## config.mk

```make
export PLATFORM = sky130hd
export DESIGN_NAME = midi_uart_rx
export DESIGN_NICKNAME = d
export VERILOG_FILES = /design/src/rtl/midi_uart_rx.sv
export SDC_FILE = /design/constraint.sdc
export NUM_CORES = 1
export LEC_CHECK = 0
export CAP_MARGIN = 20
export CORE_MARGIN = 2
export CORE_UTILIZATION = 33
export CTS_CLUSTER_SIZE = 12
export DETAILED_ROUTE_END_ITERATION = 8
export PLACE_DENSITY_LB_ADDON = 0.25
export SYNTH_ARGS = -nofsm -noshare
export SYNTH_HDL_FRONTEND = slang
export SYNTH_SLANG_ARGS = --single-unit
```

## constraint.sdc

```tcl
create_clock -name clk -period 1.7 [get_ports clk]
set_input_delay 0.51 -clock clk [delete_from_list [all_inputs] [get_ports clk]]
set_output_delay 0.51 -clock clk [all_outputs]
set_load 0.05 [all_outputs]
```

## src/rtl/midi_uart_rx.sv

```systemverilog
// midi_uart_rx -- MIDI serial receiver (8N1, 16x oversampled).
//
// Ports:
//   clk        : system clock, all logic on the rising edge
//   rst        : synchronous active-high reset
//   midi_rx    : asynchronous serial input, idle high
//   midi_word  : last correctly framed byte
//   midi_valid : one-cycle pulse when midi_word is updated
//   frame_err  : one-cycle pulse when a stop bit is read as 0
//   rx_busy    : high whenever the receiver is not in IDLE
//
// Each bit is decided by a majority vote of samples 7, 8 and 9 of its sixteen
// sample ticks. After reset or a framing error the receiver waits for a full
// bit-time of continuous high line before it will look for a start edge again.
module midi_uart_rx #(
  parameter int CLK_HZ = 48000000,
  parameter int BAUD   = 31250
) (
  input  logic       clk,
  input  logic       rst,
  input  logic       midi_rx,
  output logic [7:0] midi_word,
  output logic       midi_valid,
  output logic       frame_err,
  output logic       rx_busy
);

  localparam int OSR_DIV = CLK_HZ / (BAUD * 16);
  localparam int DIV_W   = (OSR_DIV > 1) ? $clog2(OSR_DIV) : 1;
  localparam logic [DIV_W-1:0] DIV_LAST = DIV_W'(OSR_DIV - 1);

  typedef enum logic [2:0] {
    ST_IDLE  = 3'd0,
    ST_START = 3'd1,
    ST_DATA  = 3'd2,
    ST_STOP  = 3'd3,
    ST_BREAK = 3'd4
  } state_t;

  state_t           r_state;
  state_t           w_state_nxt;
  logic             r_sync1;
  logic             r_sync2;
  logic             r_rx_prev;
  logic [DIV_W-1:0] r_div;
  logic [3:0]       r_samp;
  logic [3:0]       r_bit;
  logic             r_v7;
  logic             r_v8;
  logic [7:0]       r_shift;
  logic [4:0]       r_hi_cnt;
  logic [7:0]       r_word;
  logic             r_valid;
  logic             r_err;
  logic             r_busy;

  logic w_rx;
  logic w_fall;
  logic w_tick;
  logic w_s9;
  logic w_s15;
  logic w_vote;
  logic w_load;
  logic w_err;
  logic w_busy_nxt;

  assign w_rx   = r_sync2;
  // Only a start edge seen while idle re-aligns the sampling grid.
  assign w_fall = (r_state == ST_IDLE) && r_rx_prev && !w_rx;
  assign w_tick = (r_div == DIV_LAST);
  assign w_s9   = w_tick && (r_samp == 4'd9);
  assign w_s15  = w_tick && (r_samp == 4'd15);
  // Samples 7 and 8 are held in flops; sample 9 is the live line value.
  assign w_vote = (r_v7 & r_v8) | (r_v7 & w_rx) | (r_v8 & w_rx);

  // Two-flop synchronizer plus one delayed copy for edge detection.
  always_ff @(posedge clk) begin
    if (rst) begin
      r_sync1   <= 1'b1;
      r_sync2   <= 1'b1;
      r_rx_prev <= 1'b1;
    end else begin
      r_sync1   <= midi_rx;
      r_sync2   <= r_sync1;
      r_rx_prev <= r_sync2;
    end
  end

  // State register.
  always_ff @(posedge clk) begin
    if (rst) begin
      r_state <= ST_BREAK;
    end else begin
      r_state <= w_state_nxt;
    end
  end

  // Next-state logic.
  always_comb begin
    w_state_nxt = r_state;
    case (r_state)
      ST_IDLE: begin
        if (w_fall) w_state_nxt = ST_START;
        else        w_state_nxt = ST_IDLE;
      end
      ST_START: begin
        if (w_s9 && w_vote) w_state_nxt = ST_IDLE;
        else if (w_s15)     w_state_nxt = ST_DATA;
        else                w_state_nxt = ST_START;
      end
      ST_DATA: begin
        if (w_s15 && (r_bit == 4'd8)) w_state_nxt = ST_STOP;
        else                          w_state_nxt = ST_DATA;
      end
      ST_STOP: begin
        // Leaving at sample 9 of the stop bit lets a back-to-back start edge be caught.
        if (w_s9) w_state_nxt = w_vote ? ST_IDLE : ST_BREAK;
        else      w_state_nxt = ST_STOP;
      end
      ST_BREAK: begin
        if (w_tick && w_rx && (r_hi_cnt == 5'd15)) w_state_nxt = ST_IDLE;
        else                                       w_state_nxt = ST_BREAK;
      end
      default: w_state_nxt = ST_BREAK;
    endcase
  end

  // Output decode: frame completion events and next busy value.
  always_comb begin
    w_load = 1'b0;
    w_err  = 1'b0;
    if ((r_state == ST_STOP) && w_s9) begin
      w_load = w_vote;
      w_err  = !w_vote;
    end else begin
      w_load = 1'b0;
      w_err  = 1'b0;
    end
    w_busy_nxt = (w_state_nxt != ST_IDLE);
  end

  // Tick divider, sample/bit counters, vote samples and the break run counter.
  always_ff @(posedge clk) begin
    if (rst) begin
      r_div    <= '0;
      r_samp   <= 4'd0;
      r_bit    <= 4'd0;
      r_v7     <= 1'b1;
      r_v8     <= 1'b1;
      r_hi_cnt <= 5'd0;
    end else if (w_fall) begin
      r_div  <= '0;
      r_samp <= 4'd0;
      r_bit  <= 4'd0;
    end else begin
      r_div <= w_tick ? '0 : r_div + DIV_W'(1);
      if (w_tick) r_samp <= r_samp + 4'd1;
      if (w_s15 && ((r_state == ST_START) || (r_state == ST_DATA))) r_bit <= r_bit + 4'd1;
      if (w_tick && (r_samp == 4'd7)) r_v7 <= w_rx;
      if (w_tick && (r_samp == 4'd8)) r_v8 <= w_rx;
      if (r_state != ST_BREAK) r_hi_cnt <= 5'd0;
      else if (w_tick)         r_hi_cnt <= w_rx ? r_hi_cnt + 5'd1 : 5'd0;
    end
  end

  // Data shift register (LSB arrives first, so shift right).
  always_ff @(posedge clk) begin
    if (rst || w_fall) begin
      r_shift <= 8'h00;
    end else if ((r_state == ST_DATA) && w_s9) begin
      r_shift <= {w_vote, r_shift[7:1]};
    end
  end

  // Registered outputs.
  always_ff @(posedge clk) begin
    if (rst) begin
      r_word  <= 8'h00;
      r_valid <= 1'b0;
      r_err   <= 1'b0;
      r_busy  <= 1'b1;
    end else begin
      if (w_load) r_word <= r_shift;
      r_valid <= w_load;
      r_err   <= w_err;
      r_busy  <= w_busy_nxt;
    end
  end

  assign midi_word  = r_word;
  assign midi_valid = r_valid;
  assign frame_err  = r_err;
  assign rx_busy    = r_busy;

endmodule

```

==> impl_metrics.env <==
export IMPL_status="completed"
export IMPL_ys_flop_type="dfxtp_1"
export IMPL_synthCells=239
export IMPL_synth_async_reset_ratio=0
export IMPL_min_period_ns=1.66
export IMPL_drt_iter0_drc=71
export IMPL_ys_ff_latch=47
export IMPL_crit_arrival_ns=1.90
export IMPL_coreArea_um2=6310
export IMPL_cts_sinks=47
export IMPL_slew_headroom=0.811
export IMPL_syn_nets=250
export IMPL_syn_area_um2=2140
export IMPL_hpwl_um=3460
export IMPL_max_freq_mhz=603
export IMPL_dr_pass1_iters=4
export IMPL_overflow=0
export IMPL_synth_edf_count=0
export IMPL_worstMarginPinSlew_ns=0.283
export IMPL_cp_start_kind="register"
export IMPL_synth_distinct_cells=48
export IMPL_fp_row_count=29
export IMPL_fin_hold_ws_ns=0.427
export IMPL_clock_latency_ns=0.30
export IMPL_grt_pass1_wl_um=8490
export IMPL_root_buffer="clkbuf_8"
export IMPL_worst_clock_skew_ns=0.00792
export IMPL_setup_viol=0
export IMPL_leakagePower_nw=1.14
export IMPL_start_util=0.339
export IMPL_grt_pass1_vias=1858
export IMPL_finalCritPeriodShare=0.976
export IMPL_cp_cell_sequence="ha_4 > buf_4 > nand4_4 > o211a_1 > buf_4 > or3_4 > a21oi_2"
export IMPL_path_buf_inv=2
export IMPL_drive_above_1_share=0.307
export IMPL_wl_per_cell_um=13.3
export IMPL_worst_setup_path_end_kind="register"
export IMPL_die_h_um=84.5
export IMPL_yosysMostFrequentCell="dfxtp_1"
export IMPL_synth_area_per_cell_um2=8.95
export IMPL_cts_htree_levels=2
export IMPL_clk_pin_slew_worst_paths_ns=0.10
export IMPL_hold_buffers=0
export IMPL_ir_worst_vdd_mv=0.384
export IMPL_via_count=1896
export IMPL_synth_top_area_frac=0.440
export IMPL_grt_max_degree=20
export IMPL_power_density_nw_per_um2=639
export IMPL_hold_viol=0
export IMPL_critPathMaxFanout=5
export IMPL_antenna_found_initial=0
export IMPL_placed_cells=358
export IMPL_hp_class="reg -> reg"
export IMPL_rsz0062_at_grt="true"
export IMPL_maxSlewViolCount=0
export IMPL_cts_buffers=5
export IMPL_critPathMaxStageDelay_ns=0.36
export IMPL_ys_seq_area_frac=0.440
export IMPL_fin_cells=370
export IMPL_cts_tree="built"
export IMPL_synth_area_leaders="dfxtp_1 44%, a21oi_1 5.4%, ha_1 4.7%"
export IMPL_numPortBuffers=13
export IMPL_critPathKind="reg -> reg"
export IMPL_drt_antenna_violating_nets=0
export IMPL_dieArea_um2=7140
export IMPL_critPathSlowestCell="dfxtp_2"
export IMPL_cpLargestDelayFamily="simple AND/OR/NAND/NOR gates"
export IMPL_fp_dieW_um=84.5
export IMPL_ios=14
export IMPL_routed_wl_um=4910
export IMPL_crit_required_ns=1.94
export IMPL_ctsLongestPathBuffers=2
export IMPL_synthToLayoutAreaGrowth_pct=38.4
export IMPL_synth_top_cell_by_area="dfxtp_1"
export IMPL_yosys_warnings=0
export IMPL_nNetsFinal=303
export IMPL_crit_path_frequent_cell="buf_4"
export IMPL_groute_usage_overall=0.145
export IMPL_routabilityCongestion=0.766
export IMPL_antenna_cells=0
export IMPL_cap_violations=0
export IMPL_synth_common_cells="47 x dfxtp_1, 23 x a21oi_1, 20 x nand3_1"
export IMPL_drc=0
export IMPL_routed_via_density=5.12
-- power by group --
group          internal [W]  switching [W]
logic             0.0000379      0.0000332
registers           0.00111     0.00000789
clock network      0.000295       0.000409
-- placed cells by master (no fill, tap or decap), types with 5 or more instances in the layout --
cell      synthesis  layout
inv_1             8       8
mux2i_1           8       8
a21oi_1          23      21
ha_1              8       6
o21ai_0          15      14
nand3_1          20      20
dfxtp_2           0       6
nor2_1           19      19
clkbuf_8          0       5
buf_12            0      13
dfxtp_1          47      41
nand2_1           9       9
buf_4             0      44
-- metal layers --
layer,GRT usage,routed length (um)
met1,0.196,2510
met4,0.0519,57
met2,0.229,2220
met5,0,0
met3,0.0305,112
-- worst reg2reg max path: cells and delay by family (launching register included) --
kind	cells	cell delay [ns]
AOI/OAI and AO/OA	2	0.41
DFF	1	0.36
and+or+nand+nor	2	0.42
adders and majority gates	1	0.14
buffers and inverters	2	0.27
-- sequential cells by signal (all words and copies together), names as in the netlist --
name	flops
frame_err	1
midi_valid	1
midi_word	8
r_bit	4
r_div	7
r_hi_cnt	5
r_rx_prev	1
r_samp	4
r_shift	8
r_state	3
r_sync1	1
r_sync2	1
r_v7	1
r_v8	1
rx_busy	1
-- final timing paths --
check	start	to	slack (ns)	depth (start not counted)
max	r_div[0]	r_hi_cnt[0]	0.04	7
min	r_sync1	r_sync2	0.43	1
max reg2reg	r_div[0]	r_hi_cnt[0]	0.04	7
min reg2reg	r_sync1	r_sync2	0.43	1
-- logic make-up (layout without fill, tap and decap cells) --
logic type / Yosys count / count (layout) / synth area share
buffers and inverters: 21 / 75 / 0.0433
AOI/OAI and AO/OA: 54 / 54 / 0.150
adders and majority gates: 9 / 9 / 0.0520
and+or+nand+nor: 92 / 92 / 0.244
xor gates and xnor gates: 8 / 8 / 0.0327
muxes: 8 / 8 / 0.0374
DFF: 47 / 47 / 0.440
-- metrics by stage --
stage	worst slack, ns	utilization	TNS [ns]	instance area [um2]	total power [W]
2_1_floorplan	0.0186	-	0	2150	0.00117
3_3_place_gp	-0.0101	0.438	-0.0263	2760	0.00120
3_5_place_dp	-0.105	0.438	-0.477	2760	0.00120
4_1_cts	-0.00244	0.454	-0.00244	2870	0.00191
5_1_grt	-0.0248	0.469	-0.0360	2960	0.00197
6_report	0.0414	0.469	0	2960	0.00189
-- repair_timing --
action / CTS / global route
gates resized for setup: 5 / 18
gates cloned: 0 / 0
buffers inserted: 1 / 3
endpoints found under the setup margin: 8 / 13
pin swaps: 1 / 5
-- layout make-up --
type,count,area [um2]
multi-input cells,171,1180
clock buffers,5,68.8
repair buffers,59,611
clock inverters,3,23.8
fillers,619,3350
flip-flops and latches,47,948
inverters,8,30.0
well taps,77,96.3
Note: power is estimated with default switching activity, not from simulation.
